### src/rtl/seven_seg_pkg.sv
// Shared seven-segment constants: glyphs, position selects, codes.
// Imported by the capture block, its decoder and the matching driver.
package seven_seg_pkg;

    // Active-low glyphs on {g,f,e,d,c,b,a}
    localparam logic [6:0] GLYPH_0     = 7'h40;
    localparam logic [6:0] GLYPH_1     = 7'h79;
    localparam logic [6:0] GLYPH_2     = 7'h24;
    localparam logic [6:0] GLYPH_3     = 7'h30;
    localparam logic [6:0] GLYPH_4     = 7'h19;
    localparam logic [6:0] GLYPH_5     = 7'h12;
    localparam logic [6:0] GLYPH_6     = 7'h02;
    localparam logic [6:0] GLYPH_7     = 7'h58;
    localparam logic [6:0] GLYPH_8     = 7'h00;
    localparam logic [6:0] GLYPH_9     = 7'h10;
    localparam logic [6:0] GLYPH_OVF   = 7'h09;
    localparam logic [6:0] GLYPH_BLANK = 7'h7F;

    // Active-low one-hot position selects
    localparam logic [3:0] SEL_0    = 4'b1110;
    localparam logic [3:0] SEL_1    = 4'b1101;
    localparam logic [3:0] SEL_2    = 4'b1011;
    localparam logic [3:0] SEL_3    = 4'b0111;
    localparam logic [3:0] SEL_NONE = 4'b1111;

    localparam logic [3:0] CODE_OVF   = 4'hA;
    localparam logic [3:0] CODE_BLANK = 4'hE;
    localparam logic [3:0] CODE_BAD   = 4'hF;

    function automatic logic sel_one(logic [3:0] d);
        return $countones(d) == 3;
    endfunction

    function automatic logic sel_multi(logic [3:0] d);
        return $countones(d) <= 2;
    endfunction

    function automatic logic [1:0] sel_idx(logic [3:0] d);
        logic [1:0] r;
        r = 2'd0;
        for (int i = 0; i < 4; i++) begin
            if (!d[i]) r = 2'(i);
        end
        return r;
    endfunction

endpackage

### src/rtl/seven_seg_capture_if.sv
// Multiplexed seven-segment display bus (active-low seg/dig).
// master: display driver side; slave: capture side.
interface seven_seg_capture_if;
    logic [7:0] seg;
    logic [3:0] dig;

    modport master (output seg, output dig);
    modport slave  (input  seg, input  dig);
endinterface

### src/rtl/seven_seg_decode.sv
// Combinational glyph to digit code decoder.
// Ports: glyph_i[6:0] active-low {g..a}; code_o[3:0] digit code.
module seven_seg_decode
    import seven_seg_pkg::*;
(
    input  logic [6:0] glyph_i,
    output logic [3:0] code_o
);

    always_comb begin
        code_o = CODE_BAD;
        unique case (glyph_i)
            GLYPH_0:     code_o = 4'd0;
            GLYPH_1:     code_o = 4'd1;
            GLYPH_2:     code_o = 4'd2;
            GLYPH_3:     code_o = 4'd3;
            GLYPH_4:     code_o = 4'd4;
            GLYPH_5:     code_o = 4'd5;
            GLYPH_6:     code_o = 4'd6;
            GLYPH_7:     code_o = 4'd7;
            GLYPH_8:     code_o = 4'd8;
            GLYPH_9:     code_o = 4'd9;
            GLYPH_OVF:   code_o = CODE_OVF;
            GLYPH_BLANK: code_o = CODE_BLANK;
            default:     code_o = CODE_BAD;
        endcase
    end

endmodule

### src/rtl/seven_seg_capture.sv
// Captures a multiplexed seven-segment bus into per-position digit codes.
// Ports: clk, rstn (async low), bus (slave), digits, valid, stale, upd,
// upd_idx, sel_err, dp (only with SEVEN_SEG_CAPTURE_DP_EN defined).
module seven_seg_capture
    import seven_seg_pkg::*;
#(
    parameter int unsigned STABLE_CYCLES  = 4,
    parameter int unsigned TIMEOUT_CYCLES = 32'd5000000
) (
    input  logic                clk,
    input  logic                rstn,
    seven_seg_capture_if.slave  bus,
    output logic [15:0]         digits,
    output logic [3:0]          valid,
    output logic [3:0]          stale,
    output logic                upd,
    output logic [1:0]          upd_idx,
`ifdef SEVEN_SEG_CAPTURE_DP_EN
    output logic [3:0]          dp,
`endif
    output logic                sel_err
);

    logic [6:0]  seg_q;
    logic [3:0]  dig_q;
    logic [7:0]  stab_q, stab_d;
    logic        committed_q, committed_d;
    logic        same, commit_pt, wr;
    logic [1:0]  idx;
    logic [3:0]  code;
    logic [15:0] digits_q, digits_d;
    logic [3:0]  valid_q, valid_d;
    logic [3:0]  stale_q, stale_d;
    logic        upd_q, upd_d;
    logic [1:0]  upd_idx_q, upd_idx_d;
    logic        sel_err_q, sel_err_d;
    logic [31:0] age_q [4];
    logic [31:0] age_d [4];

`ifdef SEVEN_SEG_CAPTURE_DP_EN
    logic        dpb_q;
    logic [3:0]  dp_q, dp_d;
    assign same = ({bus.seg, bus.dig} == {dpb_q, seg_q, dig_q});
`else
    // Decimal point is ignored entirely: it never disturbs stability.
    assign same = ({bus.seg[6:0], bus.dig} == {seg_q, dig_q});
`endif

    seven_seg_decode u_dec (
        .glyph_i (seg_q),
        .code_o  (code)
    );

    // Evaluated on the incoming sample, so the k-th identical sample
    // (counting the first as 0) commits on its own edge.
    assign stab_d = !same ? 8'd0 :
                    (stab_q == 8'hFF) ? stab_q : stab_q + 8'd1;
    assign commit_pt = same && !committed_q &&
                       (stab_d == 8'(STABLE_CYCLES - 1));
    assign committed_d = same && (committed_q || commit_pt);
    assign wr  = commit_pt && sel_one(dig_q);
    assign idx = sel_idx(dig_q);

    always_comb begin
        digits_d  = digits_q;
        valid_d   = valid_q;
        stale_d   = stale_q;
        upd_d     = wr;
        upd_idx_d = upd_idx_q;
        sel_err_d = sel_err_q | (commit_pt && sel_multi(dig_q));
`ifdef SEVEN_SEG_CAPTURE_DP_EN
        dp_d      = dp_q;
`endif
        for (int i = 0; i < 4; i++) begin
            age_d[i] = age_q[i];
            if (valid_q[i] && age_q[i] != 32'd0) begin
                age_d[i] = age_q[i] - 32'd1;
                if (age_q[i] == 32'd1) stale_d[i] = 1'b1;
            end
        end
        // Commit is applied last so it wins over a same-edge expiry.
        if (wr) begin
            digits_d[{idx, 2'b00} +: 4] = code;
            valid_d[idx]  = 1'b1;
            stale_d[idx]  = 1'b0;
            age_d[idx]    = TIMEOUT_CYCLES;
            upd_idx_d     = idx;
`ifdef SEVEN_SEG_CAPTURE_DP_EN
            dp_d[idx]     = ~dpb_q;
`endif
        end
    end

    always_ff @(posedge clk or negedge rstn) begin
        if (!rstn) begin
            seg_q       <= 7'h7F;
            dig_q       <= SEL_NONE;
            stab_q      <= 8'd0;
            committed_q <= 1'b0;
            digits_q    <= 16'h0;
            valid_q     <= 4'h0;
            stale_q     <= 4'h0;
            upd_q       <= 1'b0;
            upd_idx_q   <= 2'd0;
            sel_err_q   <= 1'b0;
            for (int i = 0; i < 4; i++) age_q[i] <= 32'd0;
`ifdef SEVEN_SEG_CAPTURE_DP_EN
            dpb_q       <= 1'b1;
            dp_q        <= 4'h0;
`endif
        end else begin
            seg_q       <= bus.seg[6:0];
            dig_q       <= bus.dig;
            stab_q      <= stab_d;
            committed_q <= committed_d;
            digits_q    <= digits_d;
            valid_q     <= valid_d;
            stale_q     <= stale_d;
            upd_q       <= upd_d;
            upd_idx_q   <= upd_idx_d;
            sel_err_q   <= sel_err_d;
            for (int i = 0; i < 4; i++) age_q[i] <= age_d[i];
`ifdef SEVEN_SEG_CAPTURE_DP_EN
            dpb_q       <= bus.seg[7];
            dp_q        <= dp_d;
`endif
        end
    end

    assign digits  = digits_q;
    assign valid   = valid_q;
    assign stale   = stale_q;
    assign upd     = upd_q;
    assign upd_idx = upd_idx_q;
    assign sel_err = sel_err_q;
`ifdef SEVEN_SEG_CAPTURE_DP_EN
    assign dp      = dp_q;
`endif

endmodule
### src/flat_wrapper.sv
// flat-port wrapper written by rule: the top's interface ports become plain ports
module seven_seg_capture_flat import seven_seg_pkg::*;
#(
    parameter int unsigned STABLE_CYCLES  = 4,
    parameter int unsigned TIMEOUT_CYCLES = 32'd5000000
)
  (clk, rstn, digits, valid, stale, upd, upd_idx, sel_err, bus_seg, bus_dig);
  seven_seg_capture_if bus_i ();
  input  logic clk;
  input  logic rstn;
  output logic [15:0] digits;
  output logic [3:0] valid;
  output logic [3:0] stale;
  output logic upd;
  output logic [1:0] upd_idx;
  output logic sel_err;
  input wire logic [$bits(bus_i.seg)-1:0] bus_seg;
  input wire logic [$bits(bus_i.dig)-1:0] bus_dig;
  assign bus_i.seg = bus_seg;
  assign bus_i.dig = bus_dig;
  seven_seg_capture #(.STABLE_CYCLES(STABLE_CYCLES), .TIMEOUT_CYCLES(TIMEOUT_CYCLES)) u_core (.clk(clk), .rstn(rstn), .bus(bus_i), .digits(digits), .valid(valid), .stale(stale), .upd(upd), .upd_idx(upd_idx), .sel_err(sel_err));
endmodule
### config.mk
export PLATFORM = sky130hd
export DESIGN_NAME = seven_seg_capture_flat
export DESIGN_NICKNAME = d
export VERILOG_FILES = /design/src/rtl/seven_seg_pkg.sv /design/src/rtl/seven_seg_capture_if.sv /design/src/rtl/seven_seg_decode.sv /design/src/rtl/seven_seg_capture.sv /design/src/flat_wrapper.sv
export SDC_FILE = /design/constraint.sdc
export NUM_CORES = 1
export LEC_CHECK = 0
export CORE_ASPECT_RATIO = 1.4
export CORE_MARGIN = 10
export CORE_UTILIZATION = 40
export DETAILED_ROUTE_END_ITERATION = 10
export GPL_ROUTABILITY_DRIVEN = 0
export GPL_TIMING_DRIVEN = 0
export PLACE_DENSITY = 0.6
export SLEW_MARGIN = 20
export SYNTH_ARGS = -nofsm -noshare
export SYNTH_HDL_FRONTEND = slang
export SYNTH_SLANG_ARGS = --single-unit
### constraint.sdc
create_clock -name clk -period 7.1 [get_ports clk]
set_input_delay 1.065 -clock clk [delete_from_list [all_inputs] [get_ports clk]]
set_output_delay 1.065 -clock clk [all_outputs]
set_load 0.05 [all_outputs]
==> impl_metrics.py, run 1 <==
metrics = {
    "logic_synthesis": {
        "synth_top_area_cell": "dfrtp_1",
        "synth_cells": 1007,
        "async_reset_ff_frac": 1.00,
        "syn_area_um2": 9730,
        "syn_nets": 1044,
        "synth-edff-count": 0,
        "yosysMostFrequentCell": "dfrtp_1",
        "synth_top_flop_cell": "dfrtp_1",
        "ys_ff_latch": 176,
        "synth_common_cells": "165 x dfrtp_1, 77 x nor2_1, 61 x a21oi_1, 48 x nor4_1, 48 x or4_1",
        "synth_area_leaders": "dfrtp_1 42%, or4_1 3.7%, a21oi_1 3.1%",
        "synth_area_per_cell_um2": 9.66,
        "seq_area_frac_synth": 0.454,
        "yosysWarnings": 0,
        "synth_cell_types": 67,
        "synth_top_area_frac": 0.424,
    },
    "floorplan": {
        "die_w_um": 152,
        "initial_utilization": 0.406,
        "dieArea_um2": 31100,
        "rows": 67,
        "die_h_um": 205,
        "num_io_pins": 42,
        "core-area_um2": 24000,
    },
    "global_routing": {
        "grt.overflow.total": 0,
        "grt_max_degree": 96,
        "grt_pass1_wl_mm": 38.5,
        "grt_use_total": 0.145,
        "antenna_found_initial": 0,
        "first_global_vias": 7700,
    },
    "timing": {
        "fin_tns_setup_ns": 0,
        "hold_viol_final": 0,
        "fin_crit_ns": 3.75,
        "drv_slew": 0,
        "worst-slew-pin-transition_ns": 1.11,
        "setup_viol_count_final": 0,
        "slew_headroom": 0.257,
        "fmax_mhz": 267,
        "rsz0062_at_grt": "false",
        "skew_ns": 0.0163,
        "finalCritPeriodShare": 0.528,
    },
    "clock_tree": {
        "numClockSinks": 176,
        "cts_resized": 0,
        "postCtsHoldBufs": 0,
        "ctsLongestPathBuffers": 2,
        "clk_latency_ns": 0.45,
        "root_buffer": "clkbuf_16",
        "clk_pin_slew_ns": 0.08,
        "numCtsBuffers": 17,
        "cts_setup_buffers": 0,
        "cts_tree": "yes",
        "ctsHtreeMaxLevel": 4,
    },
    "critical_path": {
        "path_class": "reg -> reg",
        "path_common_cell": "clkbuf_1",
        "r2r_slack_ns": 3.35,
        "r2r_cells": 12,
        "arrival_ns": 4.06,
        "crit_path_top_delay_cell": "dfstp_2",
        "cp-end-kind": "register",
        "regToRegEndpoint": "u_core.age_q[60]",
        "cp.required_ns": 7.41,
        "cp_slowest_stage_delay_ns": 0.61,
        "critical_path.cell_chain": "ha_1 -> ha_1 -> inv_1 -> fa_1 -> nand2b_1 -> nor2_1 -> o2111a_1 -> clkbuf_1 -> and4_1 -> clkbuf_1 -> clkbuf_1 -> nor2_1",
        "cp_max_fo": 10,
        "r2r-start": "u_core.dig_q[3]",
        "startpoint_type": "register",
    },
    "drt": {
        "wirelength_mm": 22.9,
        "firstDrtPassIters": 5,
        "drtIter0Drc": 357,
        "ant_nets": 0,
        "routed_via_density": 5.78,
        "route.detailed.drc": 0,
        "vias": 8036,
        "wl_per_cell_um": 16.5,
    },
    "layout": {
        "fin_area_um2": 11100,
        "drive_gt1_frac": 0.0917,
        "nets": 1104,
        "syn_to_final_growth_pct": 14.6,
        "final_core_util": 0.465,
        "diodes": 0,
    },
    "placed_design": {
        "io_buffers": 40,
        "placed_area_um2": 10600,
        "hpwlAfterDp_mm": 16.1,
    },
    "hold_path": {
        "min_path_type": "reg -> reg",
        "hp-start": "u_core.stale[0]",
        "holdPathEnd": "u_core.stale[0]",
        "whs_path_depth": 1,
    },
    "pwr": {
        "power_density_nw_per_um2": 181,
        "ir_drop_mv": 0.166,
        "leakage_nw": 3.63,
    },
    "flow_run": {
        "maxCapViolCount": 0,
    },
    "status": {
        "outcome": "completed",
    },
}
[kinds of logic after synthesis]
group           synth area share
xor+xnor                  0.0585
mux                       0.0186
fa+ha+maj                 0.0303
flops                      0.454
buf+inv                   0.0318
simple gates               0.259
compound gates             0.147
[cell usage in the layout, fill, tap and decap left out, types with 34 or more instances in the layout]
master / instances
xnor2_1: 34
clkbuf_1: 43
nor2_1: 77
o21ai_0: 38
nor4_1: 47
a21oi_1: 61
dfrtp_1: 165
nand2_1: 41
clkdlybuf4s50_1: 39
or3_1: 39
o31ai_1: 37
or4_1: 48
[per-stage QoR]
stage | setup WS, ns | hold slack, ns | total power, mW | instances
finish | 3.35 | 0.494 | 2.01 | 1390
global placement | -2.66 | 0.478 | 1.10 | 1357
floorplan | 4.06 | 0.480 | 1.06 | 1007
detailed placement | 2.98 | 0.489 | 1.10 | 1358
global route | 3.08 | 0.524 | 2.09 | 1390
CTS | 3.31 | 0.504 | 2.04 | 1390
[flip-flops by register name (all words and copies together) (netlist names)]
name                cells
u_core.age_q          128
u_core.digits          16
u_core.upd_idx          2
u_core.stale            4
u_core.committed_q      1
u_core.upd              1
u_core.seg_q            7
u_core.dig_q            4
u_core.sel_err          1
u_core.valid            4
u_core.stab_q           8
[final cells by class]
cell class              count  area [um^2]
flip-flops and latches    176         4420
well taps                 310          388
repair buffers             41          433
fillers                  2312        12800
inverters                  30          113
clock buffers              17          425
multi-input cells         752         5010
clock inverters            15          164
plain buffers              49          196
[layer usage]
layer / up-vias / GRT usage / share of wire
li1: 3951 / - / -
met1: 3943 / 0.172 / 0.45
met2: 109 / 0.255 / 0.50
met3: 33 / 0.0308 / 0.032
met4: 0 / 0.0500 / 0.019
met5: - / 0 / 0
[report_power, final]
part | switching, mW | internal, mW | total (mW)
Combinational | 0.0466 | 0.0217 | 0.0684
Clock | 0.460 | 0.473 | 0.933
Sequential | 0.00309 | 1.01 | 1.01
Total | 0.510 | 1.50 | 2.01
[how the worst max path moves through the flow]
stage,endpoint,start,cells after the start
floorplan,u_core.age_q[32],u_core.dig_q[3],12
global placement,u_core.age_q[4],rstn,1
detailed placement,u_core.age_q[56],bus_dig[1],9
CTS,u_core.age_q[56],u_core.dig_q[3],12
global route,u_core.age_q[60],u_core.dig_q[3],12
finish,u_core.age_q[60],u_core.dig_q[3],12
[worst max-delay path: cells and delay by family (launching register included)]
kind / cells / cell delay, ns
DFF: 1 / 0.61
buffers and inverters: 4 / 1.20
AOI/OAI and AO/OA: 1 / 0.22
adders and majority gates: 3 / 0.86
and+or+nand+nor: 4 / 0.72
Power figures use the tool's default switching activity.
==> run 2, diff against run 1 <==
--- a/config.mk
+++ b/config.mk
@@ -11,7 +11,7 @@
 export DETAILED_ROUTE_END_ITERATION = 10
 export GPL_ROUTABILITY_DRIVEN = 0
 export GPL_TIMING_DRIVEN = 0
-export PLACE_DENSITY = 0.6
+export PLACE_DENSITY = 0.62
 export SLEW_MARGIN = 20
 export SYNTH_ARGS = -nofsm -noshare
 export SYNTH_HDL_FRONTEND = slang
==> constraint.sdc (replaced) <==
create_clock -name clk -period 3.4 [get_ports clk]
set_input_delay 0.51 -clock clk [delete_from_list [all_inputs] [get_ports clk]]
set_output_delay 0.51 -clock clk [all_outputs]
set_load 0.05 [all_outputs]
==> impl_metrics.py, run 2 (same netlist as run 1, synthesis figures left out) <==
metrics = {
    "critical_path": {
        "cp-end-kind": "register",
        "arrival_ns": 3.70,
        "startpoint_type": "register",
        "r2r_slack_ns": 0.03,
        "r2r-start": "u_core.dig_q[3]",
        "path_class": "reg -> reg",
        "r2r_cells": 9,
        "cp.required_ns": 3.73,
        "cp_max_fo": 10,
        "regToRegEndpoint": "u_core.digits[11]",
    },
    "global_routing": {
        "grt.overflow.total": 0,
        "grt_use_total": 0.147,
        "grt_max_degree": 97,
        "first_global_vias": 7756,
        "grt_pass1_wl_mm": 38.6,
        "antenna_found_initial": 0,
    },
    "clock_tree": {
        "numCtsBuffers": 17,
        "ctsLongestPathBuffers": 2,
        "clk_latency_ns": 0.44,
        "clk_pin_slew_ns": 0.07,
        "ctsHtreeMaxLevel": 4,
        "root_buffer": "clkbuf_16",
        "postCtsHoldBufs": 0,
        "numClockSinks": 176,
        "cts_tree": "yes",
    },
    "layout": {
        "fin_area_um2": 11200,
        "final_cell_mix": "165 x dfrtp_1, 77 x nor2_1, 61 x a21oi_1",
        "fillers": 2318,
        "multi_input_area_um2": 5040,
        "finalNonFillerCells": 1388,
        "drive_gt1_frac": 0.107,
        "syn_to_final_growth_pct": 15.0,
        "seqCellArea_um2": 4420,
        "final_common_cell": "dfrtp_1",
        "largest_register_ffs": 128,
        "diodes": 0,
        "nets": 1102,
        "largest-register": "u_core.age_q",
    },
    "floorplan": {
        "initial_utilization": 0.406,
        "die_w_um": 152,
        "die_h_um": 205,
        "num_io_pins": 42,
        "core-area_um2": 24000,
        "rows": 67,
        "dieArea_um2": 31100,
    },
    "timing": {
        "worst-slew-pin-transition_ns": 0.933,
        "whs_ns": 0.0484,
        "slew_headroom": 0.372,
        "hold_viol_final": 0,
        "fin_crit_ns": 3.37,
        "finalCritPeriodShare": 0.993,
        "rsz0062_at_grt": "true",
        "drv_slew": 0,
        "setup_viol_count_final": 0,
        "skew_ns": 0.0114,
        "fmax_mhz": 296,
    },
    "drt": {
        "routed_via_density": 5.76,
        "drtIter0Drc": 406,
        "route.detailed.drc": 0,
        "firstDrtPassIters": 5,
        "vias": 7994,
        "wirelength_mm": 22.7,
        "ant_nets": 0,
        "wl_per_cell_um": 16.4,
    },
    "placed_design": {
        "hpwlAfterDp_mm": 16.1,
        "numPlacedInstances": 1358,
        "io_buffers": 40,
        "placed_area_um2": 10600,
    },
    "pwr": {
        "fin_total_pwr_mw": 4.23,
        "ir_drop_mv": 0.344,
        "power_density_nw_per_um2": 378,
        "leakage_nw": 3.65,
    },
    "hold_path": {
        "min_path_type": "in -> async",
    },
    "flow_run": {
        "maxCapViolCount": 0,
    },
    "status": {
        "outcome": "completed",
    },
}
## run 2: per-layer routing
metal / part of all wire / GRT usage / vias up
met2: 0.51 / 0.258 / 112
met4: 0.016 / 0.0534 / 0
met5: 0 / 0 / -
li1: - / - / 3955
met3: 0.030 / 0.0308 / 30
met1: 0.44 / 0.173 / 3897
## run 2: worst max path at each step
| stage | startpoint | to | slack, ns | cells past startpoint |
|---|---|---|---|---|
| after floorplan | u_core.dig_q[3] | u_core.age_q[32] | 0.36 | 12 |
| after global placement | rstn | u_core.age_q[1] | -5.81 | 1 |
| after detailed placement | u_core.dig_q[3] | u_core.age_q[10] | -0.22 | 12 |
| after CTS | u_core.dig_q[3] | u_core.age_q[15] | 0.02 | 12 |
| after global routing | u_core.dig_q[3] | u_core.digits[7] | -0.05 | 9 |
| final | u_core.dig_q[3] | u_core.digits[11] | 0.03 | 9 |
## run 2: worst max-delay path, cell delays in order (launching register included)
cell and delay (ns):
dfstp_2 0.59, ha_1 0.27, ha_1 0.20, inv_1 0.06, fa_1 0.39, nand2b_1 0.18
nor2_1 0.19, nand3_1 0.32, nor4_1 0.66, mux2_2 0.41
## run 2: area by class of cell
| class | count | area share |
|---|---|---|
| Buffer | 45 | 0.0179 |
| Clock buffer | 20 | 0.0417 |
| Clock inverter | 12 | 0.0111 |
| Inverter | 30 | 0.0101 |
| Multi-Input combinational cell | 752 | 0.450 |
| Sequential cell | 176 | 0.395 |
| Tap cell | 310 | 0.0347 |
| Timing Repair Buffer | 43 | 0.0400 |
## run 2: report_power, final
part | switching (mW) | internal [mW]
sequential | 0.00573 | 2.10
clock | 0.897 | 1.08
combinational | 0.0955 | 0.0453
## run 2: timing repair
item / 4_1_cts / 5_1_grt
resized for setup: 11 / 4
setup buffers: 0 / 2
gates cloned: 0 / 0
pin swaps: 0 / 2
setup endpoints to repair: 70 / 75
## run 2: per-stage QoR
| step | util | setup WS (ns) | TNS (ns) |
|---|---|---|---|
| 5_1_grt | 0.467 | -0.0544 | -0.106 |
| 3_3_place_gp | 0.439 | -5.81 | -1003.33 |
| 3_5_place_dp | 0.440 | -0.218 | -12.35 |
| 6_report | 0.467 | 0.0253 | 0 |
| 2_1_floorplan | - | 0.357 | 0 |
| 4_1_cts | 0.465 | 0.0161 | 0 |
==> run 3, diff against run 2 <==
--- a/config.mk
+++ b/config.mk
@@ -5,6 +5,7 @@
 export SDC_FILE = /design/constraint.sdc
 export NUM_CORES = 1
 export LEC_CHECK = 0
+export CAP_MARGIN = 40
 export CORE_ASPECT_RATIO = 1.4
 export CORE_MARGIN = 10
 export CORE_UTILIZATION = 40
@@ -12,6 +13,7 @@
 export GPL_ROUTABILITY_DRIVEN = 0
 export GPL_TIMING_DRIVEN = 0
 export PLACE_DENSITY = 0.62
+export REMOVE_ABC_BUFFERS = 1
 export SLEW_MARGIN = 20
 export SYNTH_ARGS = -nofsm -noshare
 export SYNTH_HDL_FRONTEND = slang
==> impl_metrics.py, run 3 (same netlist as run 1, synthesis figures left out) <==
metrics = {
    "drt": {
        "routed_via_density": 5.78,
        "wirelength_mm": 22.0,
        "wl_per_cell_um": 16.2,
        "vias": 7853,
        "drtIter0Drc": 436,
        "firstDrtPassIters": 5,
        "route.detailed.drc": 0,
        "ant_nets": 0,
    },
    "clock_tree": {
        "root_buffer": "clkbuf_16",
        "numCtsBuffers": 17,
        "ctsHtreeMaxLevel": 4,
        "numClockSinks": 176,
        "ctsLongestPathBuffers": 2,
        "clk_pin_slew_ns": 0.07,
        "cts_tree": "yes",
        "clk_latency_ns": 0.43,
    },
    "layout": {
        "multi_input_area_um2": 5030,
        "largest-register": "u_core.age_q",
        "diodes": 0,
        "final_common_cell": "dfrtp_1",
        "seqCellArea_um2": 4420,
        "syn_to_final_growth_pct": 14.1,
        "drive_gt1_frac": 0.111,
        "nets": 1074,
        "final_cell_mix": "165 x dfrtp_1, 77 x nor2_1, 61 x a21oi_1",
        "finalNonFillerCells": 1359,
        "final_core_util": 0.463,
        "largest_register_ffs": 128,
        "fillers": 2355,
    },
    "timing": {
        "fin_tns_setup_ns": 0,
        "hold_viol_final": 0,
        "worst-slew-pin-transition_ns": 0.826,
        "skew_ns": 0.0108,
        "setup_viol_count_final": 0,
        "rsz0062_at_grt": "true",
        "finalCritPeriodShare": 0.963,
        "fin_crit_ns": 3.27,
        "fmax_mhz": 305,
        "drv_slew": 0,
        "slew_headroom": 0.442,
    },
    "critical_path": {
        "regToRegEndpoint": "u_core.digits[15]",
        "cp.required_ns": 3.72,
        "cp_max_fo": 7,
        "r2r_slack_ns": 0.13,
        "r2r_cells": 9,
        "startpoint_type": "register",
        "r2r-start": "u_core.dig_q[3]",
        "path_class": "reg -> reg",
        "cp-end-kind": "register",
        "arrival_ns": 3.59,
    },
    "pwr": {
        "leakage_nw": 3.64,
        "power_density_nw_per_um2": 369,
        "ir_drop_mv": 0.351,
    },
    "global_routing": {
        "antenna_found_initial": 0,
        "grt_use_total": 0.141,
        "first_global_vias": 7638,
        "grt_max_degree": 68,
        "grt.overflow.total": 0,
        "grt_pass1_wl_mm": 37.7,
    },
    "floorplan": {
        "die_h_um": 205,
        "die_w_um": 152,
        "rows": 67,
        "num_io_pins": 42,
        "dieArea_um2": 31100,
        "initial_utilization": 0.406,
        "core-area_um2": 24000,
    },
    "placed_design": {
        "numPlacedInstances": 1323,
        "hpwlAfterDp_mm": 15.5,
        "io_buffers": 40,
    },
    "hold_path": {
        "min_path_type": "reg -> reg",
        "holdPathEnd": "u_core.stale[0]",
        "hp-start": "u_core.stale[0]",
        "whs_path_depth": 1,
    },
    "flow_run": {
        "maxCapViolCount": 0,
    },
    "status": {
        "outcome": "completed",
    },
}
run 3: cell types whose count changed in the layout (fill, tap and decap cells not counted), moves of 3 or more:
cell	before	now
clkbuf_4	4	0
clkbuf_1	32	1
buf_2	5	8
buf_8	1	5
run 3: cell type report:
cell class | count | share of cell area
Multi-Input combinational cell | 752 | 0.453
Sequential cell | 176 | 0.398
Timing Repair Buffer | 60 | 0.0549
Clock buffer | 20 | 0.0412
Tap cell | 310 | 0.0350
Inverter | 30 | 0.0101
Clock inverter | 11 | 0.00744
run 3: timing repair:
| action | 4_1_cts | 5_1_grt |
|---|---|---|
| hold buffers | 1 | 0 |
| resized for setup | 0 | 5 |
| setup buffers | 0 | 2 |
| setup endpoints to repair | 0 | 59 |
| endpoints found under the hold margin | 33 | 0 |
run 3: worst max-delay path, cell delays in order (launching register included):
cell and delay [ns]:
dfstp_2 0.61, ha_1 0.26, ha_1 0.19, inv_1 0.06, fa_1 0.39, nand2b_1 0.17
nor2_1 0.22, o2111ai_1 0.35, nor4_1 0.52, mux2_2 0.39
run 3: metal layers:
metal  global-route usage  share of wire
met5                    0              0
met2                0.252           0.52
met4               0.0500          0.016
met3               0.0250          0.023
met1                0.167           0.44
run 3: how the worst max path moves through the flow:
stage / from / endpoint / slack (ns) / cells after the start
4_1_cts: u_core.dig_q[3] / u_core.age_q[15] / 0.02 / 10
5_1_grt: u_core.dig_q[3] / u_core.digits[3] / -0.04 / 9
2_1_floorplan: u_core.age_q[110] / u_core.age_q[99] / 0.43 / 5
6_report: u_core.dig_q[3] / u_core.digits[15] / 0.13 / 9
3_5_place_dp: bus_seg[5] / u_core.digits[11] / -0.13 / 6
3_3_place_gp: rstn / u_core.stale[2] / -5.71 / 1
run 3: metrics by stage:
stage / hold slack (ns) / cell area (um^2) / setup WS (ns) / power [mW]
final: 0.495 / 11100 / 0.125 / 4.10
after global routing: 0.514 / 11100 / -0.0412 / 4.24
after floorplan: 0.214 / 9530 / 0.430 / 2.21
after global placement: 0.474 / 10300 / -5.71 / 2.29
after detailed placement: 0.423 / 10500 / -0.129 / 2.30
after CTS: 0.499 / 11000 / 0.0169 / 4.15
run 3: where the power goes:
| group | internal (mW) | total [mW] | leakage [nW] | switching, mW |
|---|---|---|---|---|
| clock | 0.978 | 1.84 | 0.263 | 0.859 |
| sequential | 2.11 | 2.12 | 1.75 | 0.0160 |
| combinational | 0.0483 | 0.136 | 1.62 | 0.0880 |
